## config.mk

```make
export PLATFORM = sky130hd
export DESIGN_NAME = wrr_packet_arbiter
export DESIGN_NICKNAME = d
export VERILOG_FILES = /design/src/rtl/switch_pkg.sv /design/src/rtl/rr_priority_pick.sv /design/src/rtl/wrr_packet_arbiter.sv
export SDC_FILE = /design/constraint.sdc
export NUM_CORES = 1
export LEC_CHECK = 0
export CAP_MARGIN = 20
export CORE_MARGIN = 4
export CORE_UTILIZATION = 48
export DETAILED_ROUTE_END_ITERATION = 12
export PLACE_DENSITY = 0.83
export SLEW_MARGIN = 20
export SYNTH_ARGS = -nofsm -noshare
export SYNTH_HDL_FRONTEND = slang
export SYNTH_SLANG_ARGS = --single-unit
```

## constraint.sdc

```tcl
create_clock -name clk_i -period 3.01 [get_ports clk_i]
set_clock_uncertainty 0.1 [all_clocks]
set_input_delay 0.602 -clock clk_i [delete_from_list [all_inputs] [get_ports clk_i]]
set_output_delay 0.602 -clock clk_i [all_outputs]
set_load 0.02 [all_outputs]
```

## src/rtl/switch_pkg.sv

```systemverilog
// Shared types and helpers for the crossbar output-port arbiters.
package switch_pkg;

   typedef enum logic {ARB_IDLE, ARB_LOCKED} arb_state_e;

   localparam int DEFAULT_N_PORTS = 4;
   localparam int MAX_PORTS       = 32;
   localparam int MAX_IDX_W       = 5;

   // OR-reduction form: only meaningful for a one-hot (or zero) input.
   function automatic logic [MAX_IDX_W-1:0] onehot_to_idx(input logic [MAX_PORTS-1:0] oh);
      logic [MAX_IDX_W-1:0] idx;
      idx = '0;
      for (int i = 0; i < MAX_PORTS; i++) begin
         if (oh[i]) idx = idx | MAX_IDX_W'(i);
      end
      return idx;
   endfunction

endpackage

```

## src/rtl/rr_priority_pick.sv

```systemverilog
// Combinational rotating priority encoder: first requester at or after ptr, wrapping.
module rr_priority_pick
   import switch_pkg::*;
#(
   parameter int N_PORTS = DEFAULT_N_PORTS,
   parameter int IDX_W   = $clog2(N_PORTS)
) (
   input  logic [N_PORTS-1:0] req,
   input  logic [IDX_W-1:0]   ptr,
   output logic [N_PORTS-1:0] onehot,
   output logic [IDX_W-1:0]   idx,
   output logic               any
);

   logic [N_PORTS-1:0]   mask;
   logic [2*N_PORTS-1:0] dbl;
   logic [2*N_PORTS-1:0] dbl_oh;

   // Lower half holds requests at/after ptr, upper half the full vector for the wrap.
   always_comb begin
      mask = '0;
      for (int i = 0; i < N_PORTS; i++) begin
         mask[i] = (i >= int'(ptr));
      end
      dbl    = {req, req & mask};
      dbl_oh = dbl & ~(dbl - 1'b1);
      onehot = dbl_oh[N_PORTS-1:0] | dbl_oh[2*N_PORTS-1:N_PORTS];
      idx    = IDX_W'(onehot_to_idx(MAX_PORTS'(onehot)));
      any    = |req;
   end

endmodule

```

## src/rtl/wrr_packet_arbiter.sv

```systemverilog
// Weighted round-robin packet arbiter for one crossbar output port; grants are
// held for a whole packet and a port may take up to its weight in packets back-to-back.
module wrr_packet_arbiter
   import switch_pkg::*;
#(
   parameter  int N_PORTS  = DEFAULT_N_PORTS,
   parameter  int WEIGHT_W = 4,
   localparam int IDX_W    = $clog2(N_PORTS)
) (
   input  logic                        clk_i,
   input  logic                        rst_i,
   input  logic [N_PORTS-1:0]          request_i,
   input  logic                        done_i,
   input  logic [N_PORTS*WEIGHT_W-1:0] weight_i,
   output logic [N_PORTS-1:0]          grant_o,
   output logic                        grant_valid_o,
   output logic [IDX_W-1:0]            grant_idx_o
);

   arb_state_e           state;
   logic [IDX_W-1:0]     ptr;
   logic [WEIGHT_W-1:0]  credit;
   logic [IDX_W-1:0]     pick_ptr;
   logic [N_PORTS-1:0]   pick_oh;
   logic [IDX_W-1:0]     pick_idx;
   logic                 pick_any;
   logic [WEIGHT_W-1:0]  pick_weight;
   logic                 regrant;

   // A zero weight behaves as one packet per turn.
   function automatic logic [WEIGHT_W-1:0] credit_load(input logic [WEIGHT_W-1:0] w);
      return (w == '0) ? '0 : w - 1'b1;
   endfunction

   function automatic logic [IDX_W-1:0] inc_ptr(input logic [IDX_W-1:0] p);
      return (p == IDX_W'(N_PORTS - 1)) ? '0 : p + 1'b1;
   endfunction

   // When locked, the only re-arbitration that uses the picker is a rotation past cur.
   assign pick_ptr    = (state == ARB_LOCKED) ? inc_ptr(grant_idx_o) : ptr;
   assign pick_weight = weight_i[int'(pick_idx)*WEIGHT_W +: WEIGHT_W];
   assign regrant     = (credit != '0) && request_i[grant_idx_o];

   rr_priority_pick #(
      .N_PORTS (N_PORTS),
      .IDX_W   (IDX_W)
   ) u_pick (
      .req    (request_i),
      .ptr    (pick_ptr),
      .onehot (pick_oh),
      .idx    (pick_idx),
      .any    (pick_any)
   );

   always_ff @(posedge clk_i) begin
      if (rst_i) begin
         state         <= ARB_IDLE;
         ptr           <= '0;
         credit        <= '0;
         grant_o       <= '0;
         grant_valid_o <= 1'b0;
         grant_idx_o   <= '0;
      end else begin
         case (state)
            ARB_IDLE: begin
               if (pick_any) begin
                  state         <= ARB_LOCKED;
                  grant_o       <= pick_oh;
                  grant_valid_o <= 1'b1;
                  grant_idx_o   <= pick_idx;
                  credit        <= credit_load(pick_weight);
               end
            end
            ARB_LOCKED: begin
               if (done_i) begin
                  if (regrant) begin
                     credit <= credit - 1'b1;
                  end else begin
                     ptr <= inc_ptr(grant_idx_o);
                     if (pick_any) begin
                        grant_o     <= pick_oh;
                        grant_idx_o <= pick_idx;
                        credit      <= credit_load(pick_weight);
                     end else begin
                        state         <= ARB_IDLE;
                        grant_o       <= '0;
                        grant_valid_o <= 1'b0;
                        grant_idx_o   <= '0;
                     end
                  end
               end
            end
            default: state <= ARB_IDLE;
         endcase
      end
   end

endmodule

```

==> reports/metrics.json <==
{
  "final.period_utilization_pct": 94.6,
  "vdd_drop_max_uv": 397,
  "final_setup_tns_ns": 0,
  "leakage_uw": 0.000580,
  "insertedDiodeCount": 0,
  "timing.critical_path.required_ns": 3.10,
  "post_synthesis_sequential_area_ratio_pct": 24.1,
  "hold_viol": 0,
  "cts_setup_buffers": 0,
  "power.density_mw_per_mm2": 503,
  "share_clk_of_total_power_pct": 17.4,
  "dieArea_mm2": 0.00328,
  "port-buffer-count": 29,
  "timing.final.crit_period_ns": 2.85,
  "combinationalPowerShare_pct": 51.5,
  "route.vias.total": 1339,
  "cts_hold_repair.buffers": 0,
  "yosys-top-cells-area": "sky130_fd_sc_hd__dfxtp_1, sky130_fd_sc_hd__nor2_1, sky130_fd_sc_hd__a21oi_1",
  "fin_ws_ns": 0.163,
  "ctsResizeCount": 0,
  "timing.max_cap.violations": 0,
  "pin_count": 30,
  "layout.nets": 214,
  "cp_max_fo": 8,
  "fp.coreArea_mm2": 0.00225,
  "synthesis.area_per_instance_um2": 7.56,
  "timing.slew.headroom_pct": 62.2,
  "syn-cell-area_mm2": 0.00116,
  "worstMarginPinSlew_ns": 0.567,
  "unrepaired_setup_endpoints_after_global_routing": "no",
  "sw_frac_of_total_pct": 40.5,
  "timing_worst_setup_path_type": "flip-flop to flip-flop",
  "drt-pass1-iter-count": 4,
  "start_kind": "flip-flop",
  "synth-async-reset-ratio_pct": 0,
  "yosys_warnings": 0,
  "drc": 0,
  "clk_pin_slew_ns": 0.09,
  "run_status": "finished clean",
  "grtUsageTotal_pct": 21.7,
  "synth.largest_area_cell": "sky130_fd_sc_hd__dfxtp_1",
  "critPathArrivalTime_ns": 2.94,
  "gp_weighted_congestion": 0.883,
  "cts_inserted_buffers": 3,
  "grt-ovfl-total": 0,
  "fp-row-count": 17,
  "seq_power_share_pct": 31.1,
  "p_sw_uw": 315,
  "synthDominantCellAreaShare_pct": 24.1,
  "postSynthRegisterBits": 14,
  "grt_pass1_vias": 1265,
  "flow.area_growth_from_synthesis_pct": 32.7,
  "detailedPlace.worstSlack_ns": -0.0293,
  "internal-power_uw": 462,
  "htree_num_levels": 1,
  "layout-drive-gt1-share_pct": 12.8,
  "grt_first_pass_wirelength_um": 5800,
  "finish.utilization_pct": 68.5,
  "achievable-frequency_mhz": 351,
  "drt_iter0_markers": 56,
  "post-dp-hpwl_um": 2700,
  "timing.critical_path.to_type": "flip-flop",
  "synth_ff_type": "sky130_fd_sc_hd__dfxtp_1",
  "total_routed_wirelength_um": 3440,
  "cts_tree": "built",
  "hold_path_class": "flip-flop to flip-flop",
  "count_of_endpoints_failing_setup_in_the_final_report": 0,
  "routedWlPerCell_um": 15.9,
  "synth_enable_flop_cells": 0,
  "die_height_um": 57.2,
  "netlist_instances": 154,
  "via_per_inst": 6.20,
  "drv_slew": 0,
  "floorplan.die.width_um": 57.2,
  "cts_root_buf": "sky130_fd_sc_hd__clkbuf_4",
  "grt_max_degree": 15,
  "synth.lib_cells_used.distinct": 46,
  "cts.sinks": 14,
  "antenna_left": 0,
  "grt_antenna_before_repair": 0,
  "syn-num-nets": 179,
  "start_util_pct": 51.6,
  "clk_buf_depth": 2,
  "insertion_delay_ns": 0.28
}
area by class of cell:
| cell class | count | area (um^2) |
|---|---|---|
| tap | 28 | 35.0 |
| sequential | 14 | 280 |
| multi-input combinational | 129 | 827 |
| timing repair buffer | 37 | 350 |
| inverter | 4 | 15.0 |
| fill | 198 | 711 |
| clock buffer | 4 | 36.3 |
path summary, 6_finish.rpt:
check / endpoint / slack (ns) / startpoint / cells after the start
worst max register to register: credit[2] / 0.16 / grant_idx_o[1] / 9
worst min-delay path: grant_o[0] / 0.40 / grant_o[0] / 2
worst max-delay path: credit[2] / 0.16 / grant_idx_o[1] / 9
worst min register to register: grant_o[0] / 0.40 / grant_o[0] / 2
power groups by stage:
stage          registers [uW]  logic (uW)  clock network, uW
2_1_floorplan             251         267                  0
3_3_place_gp              243         376                  0
3_5_place_dp              244         391                  0
4_1_cts                   240         394                138
5_1_grt                   244         438                148
6_report                  241         400                135
cell usage after synthesis, types with 3 or more instances:
| master | n |
|---|---|
| sky130_fd_sc_hd__inv_1 | 4 |
| sky130_fd_sc_hd__a32oi_1 | 3 |
| sky130_fd_sc_hd__nor2b_1 | 3 |
| sky130_fd_sc_hd__dfxtp_1 | 14 |
| sky130_fd_sc_hd__nand3_1 | 3 |
| sky130_fd_sc_hd__nor3_1 | 9 |
| sky130_fd_sc_hd__a21oi_1 | 15 |
| sky130_fd_sc_hd__o21ai_0 | 8 |
| sky130_fd_sc_hd__nor2_1 | 34 |
| sky130_fd_sc_hd__a22oi_1 | 4 |
| sky130_fd_sc_hd__nand2_1 | 7 |
| sky130_fd_sc_hd__clkbuf_1 | 4 |
| sky130_fd_sc_hd__mux2i_1 | 4 |
flip-flops by register name, indices dropped and copies added (netlist names):
| signal | cells |
|---|---|
| credit | 4 |
| grant_idx_o | 2 |
| state | 1 |
| grant_valid_o | 1 |
| ptr | 2 |
| grant_o | 4 |
stage by stage:
stage	area (um^2)	power (uW)	hold slack, ns	instances
after global placement	1510	619	0.375	212
after CTS	1540	772	0.408	216
after global routing	1540	831	0.439	216
after floorplan	1160	517	0.399	154
after detailed placement	1510	634	0.381	212
final	1540	777	0.405	216
critical path, cell delays in order, from the launching register on:
cell,delay (ns)
sky130_fd_sc_hd__dfxtp_1,0.41
sky130_fd_sc_hd__ha_1,0.30
sky130_fd_sc_hd__mux2_2,0.38
sky130_fd_sc_hd__nor3_1,0.30
sky130_fd_sc_hd__o21ai_1,0.18
sky130_fd_sc_hd__a21oi_1,0.22
sky130_fd_sc_hd__nor2_1,0.09
sky130_fd_sc_hd__nor4_2,0.42
sky130_fd_sc_hd__a211oi_1,0.13
sky130_fd_sc_hd__a311oi_1,0.23
cells by family (layout without fill, tap and decap cells):
family                     Yosys count  after routing  synth area share (%)
and+or+nand+nor                     69             69                  30.0
DFF                                 14             14                  24.1
AOI/OAI and AO/OA                   51             51                  31.4
adders and majority gates            2              2                  2.15
muxes                                7              7                  7.53
buffers and inverters               11             45                  4.84
placed cells by master (no fill, tap or decap), types with 4 or more instances in the layout:
| master | count |
|---|---|
| sky130_fd_sc_hd__a21oi_1 | 15 |
| sky130_fd_sc_hd__dfxtp_1 | 14 |
| sky130_fd_sc_hd__buf_4 | 8 |
| sky130_fd_sc_hd__o21ai_0 | 7 |
| sky130_fd_sc_hd__a22oi_1 | 4 |
| sky130_fd_sc_hd__nand2_1 | 7 |
| sky130_fd_sc_hd__clkdlybuf4s50_1 | 29 |
| sky130_fd_sc_hd__nor3_1 | 9 |
| sky130_fd_sc_hd__inv_1 | 4 |
| sky130_fd_sc_hd__nor2_1 | 34 |
| sky130_fd_sc_hd__mux2i_1 | 4 |
layer usage:
metal | track usage (%) | vias up | part of all wire (%)
li1 | - | 652 | -
met1 | 28.5 | 629 | 45
met2 | 37.0 | 56 | 47
met3 | 4.98 | 2 | 7.0
met4 | 3.31 | 0 | 0.38
met5 | 0 | - | 0
Power figures use the tool's default switching activity.
